--- config.mk ---
export PLATFORM = sky130hd
export DESIGN_NAME = bmp_line_feeder_flat
export DESIGN_NICKNAME = d
export VERILOG_FILES = /design/src/rtl/bmp_line_feeder_pkg.sv /design/src/rtl/bmp_line_feeder_if.sv /design/src/rtl/bmp_line_feeder_irq_req_tracker.sv /design/src/rtl/bmp_line_feeder.sv /design/src/flat_wrapper.sv
export SDC_FILE = /design/constraint.sdc
export NUM_CORES = 1
export LEC_CHECK = 0
export ABC_AREA = 1
export CORE_MARGIN = 5
export CORE_UTILIZATION = 55
export CTS_CLUSTER_SIZE = 28
export DETAILED_ROUTE_END_ITERATION = 6
export PLACE_DENSITY = 0.77
export SLEW_MARGIN = 20
export SYNTH_ARGS = -nofsm -noshare
export SYNTH_HDL_FRONTEND = slang
export SYNTH_SLANG_ARGS = --single-unit
--- constraint.sdc ---
create_clock -name clk -period 3 [get_ports clk]
set_input_delay 0.45 -clock clk [delete_from_list [all_inputs] [get_ports clk]]
set_output_delay 0.45 -clock clk [all_outputs]
set_load 0.05 [all_outputs]
--- src/rtl/bmp_line_feeder_pkg.sv ---
// Shared definitions for the image-processing pipeline: feeder state encoding,
// counter width helper and the pixel width default shared with the kernel wrapper.
package img_proc_pkg;

   localparam int DEFAULT_DATA_WIDTH = 8;

   typedef enum logic [2:0] {
      IDLE,
      HDR,
      PRIME,
      WAIT,
      LINE,
      PWAIT,
      PAD,
      DONE
   } feederState_t;

   // Width of a counter that only ever has to hold 0..n-1.
   function automatic int cntWidth(input int n);
      return (n < 2) ? 1 : $clog2(n);
   endfunction

endpackage

--- src/rtl/bmp_line_feeder_if.sv ---
// Byte-stream and output bundle of the BMP line feeder: upstream bytes in,
// header bytes to the file writer and pixels to the kernel wrapper out.
interface bmp_line_feeder_if #(
   parameter int DATA_WIDTH = img_proc_pkg::DEFAULT_DATA_WIDTH
);

   logic [DATA_WIDTH-1:0] s_data;
   logic                  s_valid;
   logic                  s_ready;
   logic [DATA_WIDTH-1:0] hdr_data;
   logic                  hdr_valid;
   logic [DATA_WIDTH-1:0] inPixel;
   logic                  inPixelValid;

   modport master (
      output s_data, s_valid,
      input  s_ready, hdr_data, hdr_valid, inPixel, inPixelValid
   );

   modport slave (
      input  s_data, s_valid,
      output s_ready, hdr_data, hdr_valid, inPixel, inPixelValid
   );

endinterface

--- src/rtl/bmp_line_feeder_irq_req_tracker.sv ---
// Turns the kernel's "line buffer free" level into one-line requests: rising-edge
// detect, a single pending request flag, and a sticky overrun flag for dropped requests.
module irq_req_tracker (
   input  logic clk,
   input  logic rst,
   input  logic interrupt,
   input  logic consume,
   input  logic arm,
   input  logic clear,
   output logic pending,
   output logic overrun
);

   logic r_irqQ;
   logic r_pending;
   logic r_overrun;
   logic w_edge;

   assign w_edge = interrupt & ~r_irqQ & arm;

   // A new edge in the same cycle as a consumption re-arms the request; an edge
   // arriving while one is still outstanding is dropped and remembered as overrun.
   always_ff @(posedge clk or posedge rst) begin
      if (rst) begin
         r_irqQ    <= 1'b0;
         r_pending <= 1'b0;
         r_overrun <= 1'b0;
      end else begin
         r_irqQ <= interrupt;
         if (w_edge)
            r_pending <= 1'b1;
         else if (consume)
            r_pending <= 1'b0;
         if (clear)
            r_overrun <= 1'b0;
         else if (w_edge && r_pending && !consume)
            r_overrun <= 1'b1;
      end
   end

   assign pending = r_pending;
   assign overrun = r_overrun;

endmodule

--- src/rtl/bmp_line_feeder.sv ---
// Feeds a raw BMP byte stream into the 3x3 kernel: header bytes to the writer, then
// pixel lines paced by kernel interrupts, then zero pad lines. FEEDER_STALL_CNT_EN adds stall_cnt.
module bmp_line_feeder
   import img_proc_pkg::*;
#(
   parameter int DATA_WIDTH  = DEFAULT_DATA_WIDTH,
   parameter int IMG_WIDTH   = 512,
   parameter int IMG_HEIGHT  = 512,
   parameter int IMG_HEADER  = 1080,
   parameter int PRIME_LINES = 4,
   parameter int PAD_LINES   = 2
) (
   input  logic clk,
   input  logic rst,
   input  logic frame_start,
   bmp_line_feeder_if.slave bus,
   input  logic interrupt,
   output logic busy,
   output logic done,
   output logic irq_overrun
`ifdef FEEDER_STALL_CNT_EN
   ,
   output logic [31:0] stall_cnt
`endif
);

   localparam int BYTE_W = cntWidth(IMG_HEADER);
   localparam int PIX_W  = cntWidth(IMG_WIDTH);
   localparam int LINE_W = cntWidth(IMG_HEIGHT + PAD_LINES + 1);

   localparam logic [BYTE_W-1:0] HDR_LAST   = BYTE_W'(IMG_HEADER - 1);
   localparam logic [PIX_W-1:0]  PIX_LAST   = PIX_W'(IMG_WIDTH - 1);
   localparam logic [LINE_W-1:0] PRIME_LAST = LINE_W'(PRIME_LINES - 1);
   localparam logic [LINE_W-1:0] IMG_LAST   = LINE_W'(IMG_HEIGHT - 1);
   localparam logic [LINE_W-1:0] PAD_LAST   = LINE_W'(IMG_HEIGHT + PAD_LINES - 1);
   localparam feederState_t AFTER_IMG = (PAD_LINES == 0) ? DONE : PWAIT;

   feederState_t r_state;
   feederState_t w_next;

   logic [BYTE_W-1:0]     r_byteCnt;
   logic [PIX_W-1:0]      r_pixCnt;
   logic [LINE_W-1:0]     r_lineCnt;
   logic [DATA_WIDTH-1:0] r_hdrData;
   logic                  r_hdrValid;
   logic [DATA_WIDTH-1:0] r_pixData;
   logic                  r_pixValid;
   logic                  r_busy;
   logic                  r_done;

   logic w_sReady, w_accept, w_pixBeat, w_consume, w_pending, w_arm, w_clear;
   logic w_hdrLast, w_pixLast;

   assign w_sReady  = (r_state == HDR) || (r_state == PRIME) || (r_state == LINE);
   assign w_accept  = bus.s_valid && w_sReady;
   assign w_pixBeat = (r_state == PAD) ||
                      (w_accept && ((r_state == PRIME) || (r_state == LINE)));
   assign w_hdrLast = (r_byteCnt == HDR_LAST);
   assign w_pixLast = (r_pixCnt == PIX_LAST);
   assign w_arm     = (r_state == WAIT) || (r_state == LINE) ||
                      (r_state == PWAIT) || (r_state == PAD);
   assign w_clear   = (r_state == IDLE) && frame_start;

   irq_req_tracker u_irq (
      .clk       (clk),
      .rst       (rst),
      .interrupt (interrupt),
      .consume   (w_consume),
      .arm       (w_arm),
      .clear     (w_clear),
      .pending   (w_pending),
      .overrun   (irq_overrun)
   );

   always_ff @(posedge clk or posedge rst) begin
      if (rst)
         r_state <= IDLE;
      else
         r_state <= w_next;
   end

   // Leaving WAIT/PWAIT is what consumes a request, so consume is tied to that transition.
   always_comb begin
      w_next    = r_state;
      w_consume = 1'b0;
      case (r_state)
         IDLE:  if (frame_start) w_next = HDR;
         HDR:   if (w_accept && w_hdrLast) w_next = PRIME;
         PRIME: if (w_accept && w_pixLast && (r_lineCnt == PRIME_LAST))
                   w_next = (IMG_HEIGHT == PRIME_LINES) ? AFTER_IMG : WAIT;
         WAIT:  if (w_pending) begin
                   w_next    = LINE;
                   w_consume = 1'b1;
                end
         LINE:  if (w_accept && w_pixLast)
                   w_next = (r_lineCnt == IMG_LAST) ? AFTER_IMG : WAIT;
         PWAIT: if (w_pending) begin
                   w_next    = PAD;
                   w_consume = 1'b1;
                end
         PAD:   if (w_pixLast) w_next = (r_lineCnt == PAD_LAST) ? DONE : PWAIT;
         DONE:  w_next = IDLE;
         default: w_next = IDLE;
      endcase
   end

   // Line count runs continuously over image and pad lines so one compare ends each phase.
   always_ff @(posedge clk or posedge rst) begin
      if (rst) begin
         r_byteCnt <= '0;
         r_pixCnt  <= '0;
         r_lineCnt <= '0;
      end else begin
         if (r_state != HDR)
            r_byteCnt <= '0;
         else if (w_accept)
            r_byteCnt <= w_hdrLast ? '0 : r_byteCnt + 1'b1;

         if ((r_state != PRIME) && (r_state != LINE) && (r_state != PAD))
            r_pixCnt <= '0;
         else if (w_pixBeat)
            r_pixCnt <= w_pixLast ? '0 : r_pixCnt + 1'b1;

         if (r_state == IDLE)
            r_lineCnt <= '0;
         else if (w_pixBeat && w_pixLast)
            r_lineCnt <= r_lineCnt + 1'b1;
      end
   end

   always_ff @(posedge clk or posedge rst) begin
      if (rst) begin
         r_hdrData  <= '0;
         r_hdrValid <= 1'b0;
         r_pixData  <= '0;
         r_pixValid <= 1'b0;
         r_busy     <= 1'b0;
         r_done     <= 1'b0;
      end else begin
         r_hdrValid <= w_accept && (r_state == HDR);
         if (w_accept && (r_state == HDR))
            r_hdrData <= bus.s_data;
         r_pixValid <= w_pixBeat;
         if (w_pixBeat)
            r_pixData <= (r_state == PAD) ? '0 : bus.s_data;
         r_busy <= (w_next != IDLE);
         r_done <= (w_next == DONE);
      end
   end

`ifdef FEEDER_STALL_CNT_EN
   logic [31:0] r_stallCnt;

   always_ff @(posedge clk or posedge rst) begin
      if (rst)
         r_stallCnt <= '0;
      else if (w_clear)
         r_stallCnt <= '0;
      else if (((r_state == PRIME) || (r_state == LINE)) && !bus.s_valid &&
               (r_stallCnt != 32'hFFFF_FFFF))
         r_stallCnt <= r_stallCnt + 32'd1;
   end

   assign stall_cnt = r_stallCnt;
`endif

   assign bus.s_ready      = w_sReady;
   assign bus.hdr_data     = r_hdrData;
   assign bus.hdr_valid    = r_hdrValid;
   assign bus.inPixel      = r_pixData;
   assign bus.inPixelValid = r_pixValid;
   assign busy             = r_busy;
   assign done             = r_done;

endmodule

--- src/flat_wrapper.sv ---
// flat-port wrapper written by rule: the top's interface ports become plain ports
module bmp_line_feeder_flat import img_proc_pkg::*;
#(
   parameter int DATA_WIDTH  = DEFAULT_DATA_WIDTH,
   parameter int IMG_WIDTH   = 512,
   parameter int IMG_HEIGHT  = 512,
   parameter int IMG_HEADER  = 1080,
   parameter int PRIME_LINES = 4,
   parameter int PAD_LINES   = 2
)
  (clk, rst, frame_start, interrupt, busy, done, irq_overrun, bus_s_data, bus_s_valid, bus_s_ready, bus_hdr_data, bus_hdr_valid, bus_inPixel, bus_inPixelValid);
  bmp_line_feeder_if #(.DATA_WIDTH(DATA_WIDTH)) bus_i ();
  input  logic clk;
  input  logic rst;
  input  logic frame_start;
  input  logic interrupt;
  output logic busy;
  output logic done;
  output logic irq_overrun;
  input wire logic [$bits(bus_i.s_data)-1:0] bus_s_data;
  input wire logic [$bits(bus_i.s_valid)-1:0] bus_s_valid;
  output wire logic [$bits(bus_i.s_ready)-1:0] bus_s_ready;
  output wire logic [$bits(bus_i.hdr_data)-1:0] bus_hdr_data;
  output wire logic [$bits(bus_i.hdr_valid)-1:0] bus_hdr_valid;
  output wire logic [$bits(bus_i.inPixel)-1:0] bus_inPixel;
  output wire logic [$bits(bus_i.inPixelValid)-1:0] bus_inPixelValid;
  assign bus_i.s_data = bus_s_data;
  assign bus_i.s_valid = bus_s_valid;
  assign bus_s_ready = bus_i.s_ready;
  assign bus_hdr_data = bus_i.hdr_data;
  assign bus_hdr_valid = bus_i.hdr_valid;
  assign bus_inPixel = bus_i.inPixel;
  assign bus_inPixelValid = bus_i.inPixelValid;
  bmp_line_feeder #(.DATA_WIDTH(DATA_WIDTH), .IMG_WIDTH(IMG_WIDTH), .IMG_HEIGHT(IMG_HEIGHT), .IMG_HEADER(IMG_HEADER), .PRIME_LINES(PRIME_LINES), .PAD_LINES(PAD_LINES)) u_core (.clk(clk), .rst(rst), .frame_start(frame_start), .bus(bus_i), .interrupt(interrupt), .busy(busy), .done(done), .irq_overrun(irq_overrun));
endmodule
Word-level counts from Yosys, hierarchy flattened
Cells that the tools add are included.
- add/sub/neg operators: 3
- multiply operators: 0
- div/mod/pow operators: 0
- $lt $le $gt $ge: 0
- equality and inequality tests: 17
- shifts and indexed selects: 0
- multiplexer cells: 25
- bitwise gates (word level): 3
- reduce and logical (&&, ||, !) cells: 28
- operators with widths (operator ; number):
    2-to-1 mux 11 bit ; 3
    2-to-1 mux 9 bit ; 3
    2-to-1 mux 3 bit ; 8
    case mux 3 bit (8 select lines) ; 1
    2-to-1 mux 10 bit ; 2
    == test 3 bit (second input constant) ; 5
    logical AND 1 bit ; 12
    adder 11 x 1 -> 11 bit (second input constant) ; 1
    == test 11 bit (second input constant) ; 1
    adder 10 x 1 -> 10 bit (second input constant) ; 1
    == test 10 bit (second input constant) ; 1
    == test 10 x 2 -> 1 bit (second input constant) ; 1
    == test 10 x 9 -> 1 bit (second input constant) ; 1
    nonzero test 2 bit ; 5
    adder 9 x 1 -> 9 bit (second input constant) ; 1
    == test 9 bit (second input constant) ; 1
    2-to-1 mux 8 bit ; 1
    logical OR 1 bit ; 7
    == test 3 x 2 -> 1 bit (second input constant) ; 2
    2-to-1 mux 1 bit ; 6
    inequality test 3 bit (second input constant) ; 2
    == test 3 x 1 -> 1 bit (second input constant) ; 1
    zero test 3 bit ; 1
    inequality test 3 x 1 -> 1 bit (second input constant) ; 1
    7 further kinds ; 8
- register bits: 56
- latch bits: 0
- memory bits (writable): 0
- ROM bits: 0
- output and inout bits: 22
- word-level logic and storage cells: 89
- memories kept: 0

Longest topological paths before layout
Gate-level depths: netlist (run 1).
- depth in word-level cells: 9
- depth in mapped cells: 16

Hierarchy
A second synthesis (run 1) with hierarchy kept.
- cells, all modules: 378
- area, all modules: 2954.1 µm²
- modules (own cells, without submodules) (module ; instances ; cells an instance ; area each (µm²) ; sequential area each (µm²)):
    bmp_line_feeder ; 1 ; 366 ; 2837.7 ; 1326.3
    irq_req_tracker ; 1 ; 12 ; 116.4 ; 75.1

Least setup slack after synthesis (run 1)
Ideal clock, no wire load.
- path type: reg2reg
- start: register u_core.r_pixCnt[0]
- end: register u_core.r_busy, in the netlist u_core.busy
- library setup time: 0.125 ns
- data arrival time: 1.694 ns
- path slack: 1.181 ns
- stages on the path, launching flop included: 16
- buffers on the path: 0
- clock period less this slack: 1.819 ns
- cell sequence: dfrtp_1 > ha_1 > nand2_1 > inv_1 > nand2_1 > nor2_1 > nand2_1 > nor2_1 > ha_1 > nand2_1 > inv_1 > nand3_1 > nand2_1 > nand2_1 > nand2_1 > nand3_1
- longest elaborated chain between the ends: 6
- RTL lines (element ; RTL line ; source):
    start, declared ; bmp_line_feeder.sv:42 ; logic [PIX_W-1:0] r_pixCnt;
    start signal, assigned ; bmp_line_feeder.sv:122 ; r_pixCnt <= w_pixLast ? '0 : r_pixCnt + 1'b1;
    == test 9 bit (*) ; bmp_line_feeder.sv:59 ; assign w_pixLast = (r_pixCnt == PIX_LAST);
    logical AND 1 bit ; bmp_line_feeder.sv:89, bmp_line_feeder.sv:95 ;
    logical AND 1 bit ; bmp_line_feeder.sv:89 ; PRIME: if (w_accept && w_pixLast && (r_lineCnt == PRIME_LAST))
    2-to-1 mux 3 bit ; bmp_line_feeder.sv:89 ;
    case mux 3 bit (8 select lines) (*) ; bmp_line_feeder.sv:86 ; case (r_state)
    nonzero test 3 bit (*) ; bmp_line_feeder.sv:146 ; r_busy <= (w_next != IDLE);
    end signal, assigned ; bmp_line_feeder.sv:146 ;
    end, declared ; bmp_line_feeder.sv:48 ; logic r_busy;
Mark *: on every way between the ends. The rest lies on a longest branch, timed or not.
A chain may end at the register's enable or synchronous reset.

Worst setup path after layout (run 1)
- start: register u_core.r_state[2]
- end: output port bus_s_ready
- longest elaborated chain between the ends: 3
- RTL lines (element ; RTL line ; source):
    start, declared ; bmp_line_feeder.sv:38 ; feederState_t r_state;
    start signal, assigned ; bmp_line_feeder.sv:79 ; r_state <= w_next;
    == test 3 x 1 -> 1 bit or == test 3 x 2 -> 1 bit (tied branches) ; bmp_line_feeder.sv:54 ; assign w_sReady = (r_state == HDR) || (r_state == PRIME) || (r_state == LINE);
    logical OR 1 bit ; bmp_line_feeder.sv:54 ;
    logical OR 1 bit (*) ; bmp_line_feeder.sv:54 ;
    end, declared ; flat_wrapper.sv:22 ; output wire logic [$bits(bus_i.s_ready)-1:0] bus_s_ready;
Marks and branches as above.

==> results of run 1 <==
[power by group]
part	internal, W	switching (W)	leakage (nW)	total [W]
Sequential	0.000809	0.0000404	0.715	0.000850
Clock	0.000253	0.000247	0.0558	0.000499
Combinational	0.0000898	0.000158	0.960	0.000248
Total	0.00115	0.000445	1.73	0.00160
[worst min path at each step]
stage | startpoint | slack (ns) | cells past startpoint | to
after global placement | u_core.bus.inPixel[5] | 0.47 | 2 | u_core.bus.inPixel[5]
after detailed placement | u_core.bus.inPixel[5] | 0.47 | 2 | u_core.bus.inPixel[5]
after floorplan | u_core.r_pixCnt[8] | 0.48 | 2 | u_core.r_pixCnt[8]
after CTS | u_core.bus.inPixel[5] | 0.50 | 2 | u_core.bus.inPixel[5]
after global routing | u_core.bus.inPixel[7] | 0.52 | 2 | u_core.bus.inPixel[7]
final | u_core.bus.inPixel[1] | 0.49 | 2 | u_core.bus.inPixel[1]
[routing by layer]
layer,up-vias,wire [um],track usage (%)
li1,1295,-,-
met1,1145,2973,25.97
met2,54,2925,30.69
met3,14,237,2.970
met4,0,132,7.132
met5,-,0,0
[metrics by stage]
step	util, %	worst slack, ns	std cells	area [um^2]
2_1_floorplan	-	1.179	386	2952
3_3_place_gp	64.97	0.7887	486	3361
3_5_place_dp	64.97	0.7727	486	3361
4_1_cts	67.13	0.4274	494	3472
5_1_grt	67.13	0.3435	494	3472
6_report	67.13	0.4390	494	3472
[cell usage in the layout, fill, tap and decap left out, types with 2 or more instances in the layout]
cell type	count
nor3_1	4
inv_2	3
xor2_1	7
inv_1	61
nand3_2	2
nand2_1	91
nand3_1	33
nand2_4	3
nand2_2	3
clkdlybuf4s50_1	34
o31ai_1	2
dfrtp_1	56
buf_4	2
ha_1	5
a21oi_1	17
o22ai_1	7
clkbuf_8	5
nor2_1	45
nand4_1	5
o21ai_0	25
nor2_2	2
[registers in the layout, summed over array words and instances, names as in the netlist, 3 cells and up]
name / flops
u_core.r_lineCnt: 10
u_core.bus.inPixel: 8
u_core.bus.hdr_data: 8
u_core.r_byteCnt: 11
u_core.r_pixCnt: 9
u_core.r_state: 3
[cell type report]
type / instances / area (um^2)
clock buffers: 6 / 72.57
clock inverters: 2 / 38.79
fillers: 445 / 1700
inverters: 64 / 240.2
multi-input cells: 260 / 1276
flip-flops and latches: 56 / 1401
well taps: 70 / 87.58
repair buffers: 36 / 355.3
[tightest hold or removal path, stage by stage, from the launching register on]
cell	delay, ns
dfrtp_1	0.35
nand2_1	0.05
o21ai_0	0.06
[cells by family (layout without fill, tap and decap cells)]
kind of cell / Yosys count / count (layout) / share of synthesized area [%]
xor+xnor: 8 / 8 / 2.374
buf+inv: 70 / 108 / 9.283
simple gates: 190 / 190 / 28.15
fa+ha+maj: 5 / 5 / 2.120
compound gates: 57 / 57 / 10.60
flops: 56 / 56 / 47.48
==> reports/metrics.cfg, run 1 <==
[run_status]
status=finished clean

[floorplan]
num_rows=26
ios=35
chipWidth_um=83.26
start_util_pct=57.06
dieArea_um2=6931
fp.coreArea_um2=5172
chipHeight_um=83.26

[logic_synthesis]
yosysTopAreaCell=dfrtp_1
synth_area_um2=2952
ys_ff_latch=56
synthMostInstantiatedCell=nand2_1
synth_flop_cell=dfrtp_1
syn-num-nets=404
syn_avg_cell_area_um2=7.647
synthCells=386
synth_edf_count=0
async_reset_ff_share_pct=100.0
yosysSeqAreaShare_pct=47.48
synth_top_area_share_pct=47.48
synth.distinct_cells=30
yosysWarnings=0
synth.top_cells.by_count=91 x nand2_1, 62 x inv_1, 56 x dfrtp_1
synthTopCellsByArea=dfrtp_1 47%, nand2_1 12%, inv_1 7.9%

[cts]
postCtsResizedCells=0
h-tree-depth=2
cts_setup_buffers=0
numCtsBuffers=5
cts_tree=yes
root_buffer=clkbuf_8
cts.reportedPaths.clkPinSlew_ns=0.10
clock_sinks=56
holdBufCountCts=0
clkLatencyLatePin_ns=0.31
clock_path_buffers=2

[global_routing]
grt_pass1_wl_um=10960
grt_usage_pct=19.06
grt_max_degree=57
grt_overflow=0
grt_pass1_vias=2420
grt_antenna_before_repair=0

[critical_path]
crit_type=register to output pin
reg2reg_depth=15
r2r_end=u_core.busy
crit_path_max_fanout=7
end_kind=output pin
ff2ff_setup_slack_ns=0.88
critPathLaunchType=register
path_buf_inv=2
critPathLaunch=u_core.r_state[2]
crit_chain=inv_2 > nand3_1 > nand3_1 > clkdlybuf4s50_1
r2r_start=u_core.r_pixCnt[0]
critical_path.endpoint=bus_s_ready
required_ns=2.55
slowest_stage=clkdlybuf4s50_1
crit_top_cell=nand3_1
path_delay_family=buffers and inverters
path_depth=4
cp.arrival_ns=2.11
cpPeakStageDelay_ns=0.83

[placed_design]
place_congestion=0.8906
dpl.hpwl_um=4638
portBuffers=34

[sta]
timing.final.crit_period_ns=2.561
max_freq_ghz=0.3905
final-setup-viol-count=0
slew-limit-headroom_pct=55.19
maxSlewViolCount=0
finClkSkew_ns=0.009773
fin_worst_hold_slack_ns=0.4937
tightest_slew_ns=0.6722
setup-tns-final_ns=0
finalHoldViolCount=0
rsz0062_at_grt=false
finalCritPeriodShare_pct=85.37

[routing]
drcViolationCount=0
wl_um=6268
vias=2508
viasPerCell=5.077
detail_route.wl_per_cell_um=12.69
detail-route-antenna-nets=0
drt_iter0_drc=206
firstDrtPassIters=4

[pwr]
peakVddDrop_mv=0.2579
power.density_nw_per_um2=460.0
total_leakage_power_nw=1.730
total_power_w=0.001597

[final_layout]
diodes=0
nNetsFinal=441
drive_above_1_share_pct=5.660
syn_to_final_growth_pct=17.63

[run]
drv_cap=0

[worst_hold_path]
hp-class=register to register

(Power assumes the default switching activity.)
==> inputs of run 2 (changes only) <==
--- a/config.mk
+++ b/config.mk
@@ -10,8 +10,8 @@
 export CORE_UTILIZATION = 55
 export CTS_CLUSTER_SIZE = 28
 export DETAILED_ROUTE_END_ITERATION = 6
+export GPL_ROUTABILITY_DRIVEN = 0
 export PLACE_DENSITY = 0.77
-export SLEW_MARGIN = 20
 export SYNTH_ARGS = -nofsm -noshare
 export SYNTH_HDL_FRONTEND = slang
 export SYNTH_SLANG_ARGS = --single-unit
==> constraint.sdc (replaced) <==
create_clock -name clk -period 2.6 [get_ports clk]
set_input_delay 0.39 -clock clk [delete_from_list [all_inputs] [get_ports clk]]
set_output_delay 0.39 -clock clk [all_outputs]
set_load 0.05 [all_outputs]
==> run 2 against run 1 <==
Hold slack worse by 0.049 ns. Highest routed layer unchanged. Cell count increased by 0.20%. Count of clock-buffer cells in the layout shrank 1. Worst setup slack worse by 0.32 ns. Largest power group unchanged. Routed wire length rose by 0.37%. Total power rose by 16%. Sequential cell count is the same. Clock skew shrank 0.0036 ns. Design area grew 0.68%. Combinational power rose by 18%. Non-clock buffer count is 1 higher.
==> reports/metrics.cfg, run 2 (same netlist as run 1, synthesis figures left out) <==
[sta]
maxSlewViolCount=0  ; unchanged
max_freq_ghz=0.4027
timing.final.crit_period_ns=2.483
rsz0062_at_grt=false  ; unchanged
slew-limit-headroom_pct=63.32  ; was 55.19%
finClkSkew_ns=0.006207  ; was 0.009773 ns
setup-tns-final_ns=0  ; unchanged
final-setup-viol-count=0  ; unchanged
finalHoldViolCount=0  ; unchanged
tightest_slew_ns=0.5484  ; was 0.6722 ns
finalCritPeriodShare_pct=95.52

[routing]
firstDrtPassIters=4  ; unchanged
drcViolationCount=0  ; unchanged
detail_route.wl_per_cell_um=12.71  ; was 12.69 um
vias=2517  ; was 2,508
drt_iter0_drc=156  ; was 206
wl_um=6291  ; was 6268 um
viasPerCell=5.085  ; was 5.077
detail-route-antenna-nets=0  ; unchanged

[global_routing]
grt_overflow=0  ; unchanged
grt_max_degree=57  ; unchanged
grt_antenna_before_repair=0  ; unchanged
grt_pass1_vias=2378  ; was 2,420
grt_pass1_wl_um=11270  ; was 10,960 um
grt_use_met1_pct=27.91  ; was 25.97%
busiest_layer=met2  ; unchanged
use_met2_pct=29.88  ; was 30.69%
grt_usage_pct=19.45  ; was 19.06%
gr-usage-met3_pct=3.960  ; was 2.970%

[critical_path]
crit_path_max_fanout=4  ; was 7
cp.arrival_ns=2.09  ; was 2.11 ns
critPathLaunchType=register  ; unchanged
end_kind=output pin  ; unchanged
ff2ff_setup_slack_ns=0.50  ; was 0.88 ns
r2r_start=u_core.r_pixCnt[0]  ; unchanged
critPathLaunch=u_core.r_state[1]  ; was u_core.r_state[2]
crit_type=register to output pin  ; unchanged
required_ns=2.21  ; was 2.55 ns

[cts]
numCtsBuffers=5  ; unchanged
clock_sinks=56  ; unchanged
root_buffer=clkbuf_8  ; unchanged
clkLatencyLatePin_ns=0.31  ; about the same
cts_tree=yes  ; unchanged
h-tree-depth=2  ; unchanged
postCtsResizedCells=0  ; unchanged
clock_path_buffers=2  ; unchanged
cts.reportedPaths.clkPinSlew_ns=0.10  ; about the same
cts_setup_buffers=0  ; unchanged
holdBufCountCts=0  ; unchanged

[final_layout]
final_common_cell=nand2_1  ; unchanged
final_cell_mix=91 x nand2_1, 61 x inv_1, 56 x dfrtp_1  ; unchanged
diodes=0  ; unchanged
finalNonFillerCells=495  ; was 494
drive_above_1_share_pct=6.118  ; was 5.660%
top_regs=u_core.r_byteCnt (11), u_core.r_lineCnt (10), u_core.r_pixCnt (9)  ; unchanged
nNetsFinal=442  ; was 441
syn_to_final_growth_pct=18.44  ; was 17.63%
final_core_util_pct=67.59  ; was 67.13%
regMostFlops=u_core.r_byteCnt  ; unchanged
fill_cells=425  ; was 445
largest_reg_flops=11  ; unchanged

[pwr]
clkPwrFrac_pct=31.5  ; was 31.3%
p_int_w=0.001330  ; was 0.001152 W
total_power_w=0.001858  ; was 0.001597 W
p_comb_share_pct=15.7  ; was 15.5%
power.share.switching_pct=28.42  ; was 27.88%
power.density_nw_per_um2=531.6  ; was 460.0 nW/um^2
peakVddDrop_mv=0.3722  ; was 0.2579 mV
power_switching_w=0.0005282  ; was 0.0004453 W
total_leakage_power_nw=1.739  ; was 1.730 nW
pwr-share-seq_pct=52.7  ; was 53.2%

[floorplan]
chipWidth_um=83.26  ; unchanged
num_rows=26  ; unchanged
chipHeight_um=83.26  ; unchanged
ios=35  ; unchanged
start_util_pct=57.06  ; unchanged
dieArea_um2=6931  ; unchanged
fp.coreArea_um2=5172  ; unchanged

[placed_design]
dpl.hpwl_um=4691  ; was 4638 um
portBuffers=34  ; unchanged
dpl.cell_count=487  ; was 486

[worst_hold_path]
hp-class=input pin to async pin  ; was register to register

[run]
drv_cap=0  ; unchanged

[run_status]
status=finished clean  ; unchanged

## run 2: worst paths after layout
path | end | depth (start not counted)
min in group clk | u_core.bus.inPixel[1] | 2
hold reg to reg | u_core.bus.inPixel[1] | 2
setup / recovery | bus_s_ready | 4
max in group asynchronous | u_core.r_byteCnt[10] | 3
hold / removal | u_core.r_pixCnt[3] | 3
setup reg to reg | u_core.done | 16
## run 2: through the flow
step,instance area [um^2],hold slack (ns),worst slack (ns)
detailed placement,3381,0.4722,0.4815
floorplan,2952,0.4214,0.7806
global route,3496,0.4794,0.006530
CTS,3496,0.4680,0.1116
finish,3496,0.4448,0.1166
global placement,3381,0.4643,0.5124
## run 2: layout make-up
type | instances | area, um^2 | share of cell area, %
flip-flops and latches | 56 | 1401 | 40.09
multi-input cells | 260 | 1276 | 36.51
repair buffers | 37 | 375.4 | 10.74
inverters | 64 | 240.2 | 6.872
well taps | 70 | 87.58 | 2.505
clock buffers | 5 | 68.82 | 1.969
clock inverters | 3 | 46.29 | 1.324
## run 2: power by group through the flow
stage	Clock (W)	Combinational, W	Sequential (W)
floorplan	0	0.000129	0.00106
global placement	0	0.000288	0.000996
detailed placement	0	0.000294	0.000998
CTS	0.000602	0.000296	0.000980
global route	0.000638	0.000323	0.000991
finish	0.000586	0.000292	0.000980
## run 2: worst max-delay path, stage by stage, from the launching register on
cell and delay (ns):
dfrtp_1 0.44, inv_1 0.14, nand3_1 0.18, nand3_1 0.19, clkdlybuf4s50_1 0.83
## run 2: per-layer routing
metal	share of wire (%)	up-vias
met5	0	-
li1	-	1295
met3	3.6	11
met1	49	1170
met4	1.6	0
met2	46	41
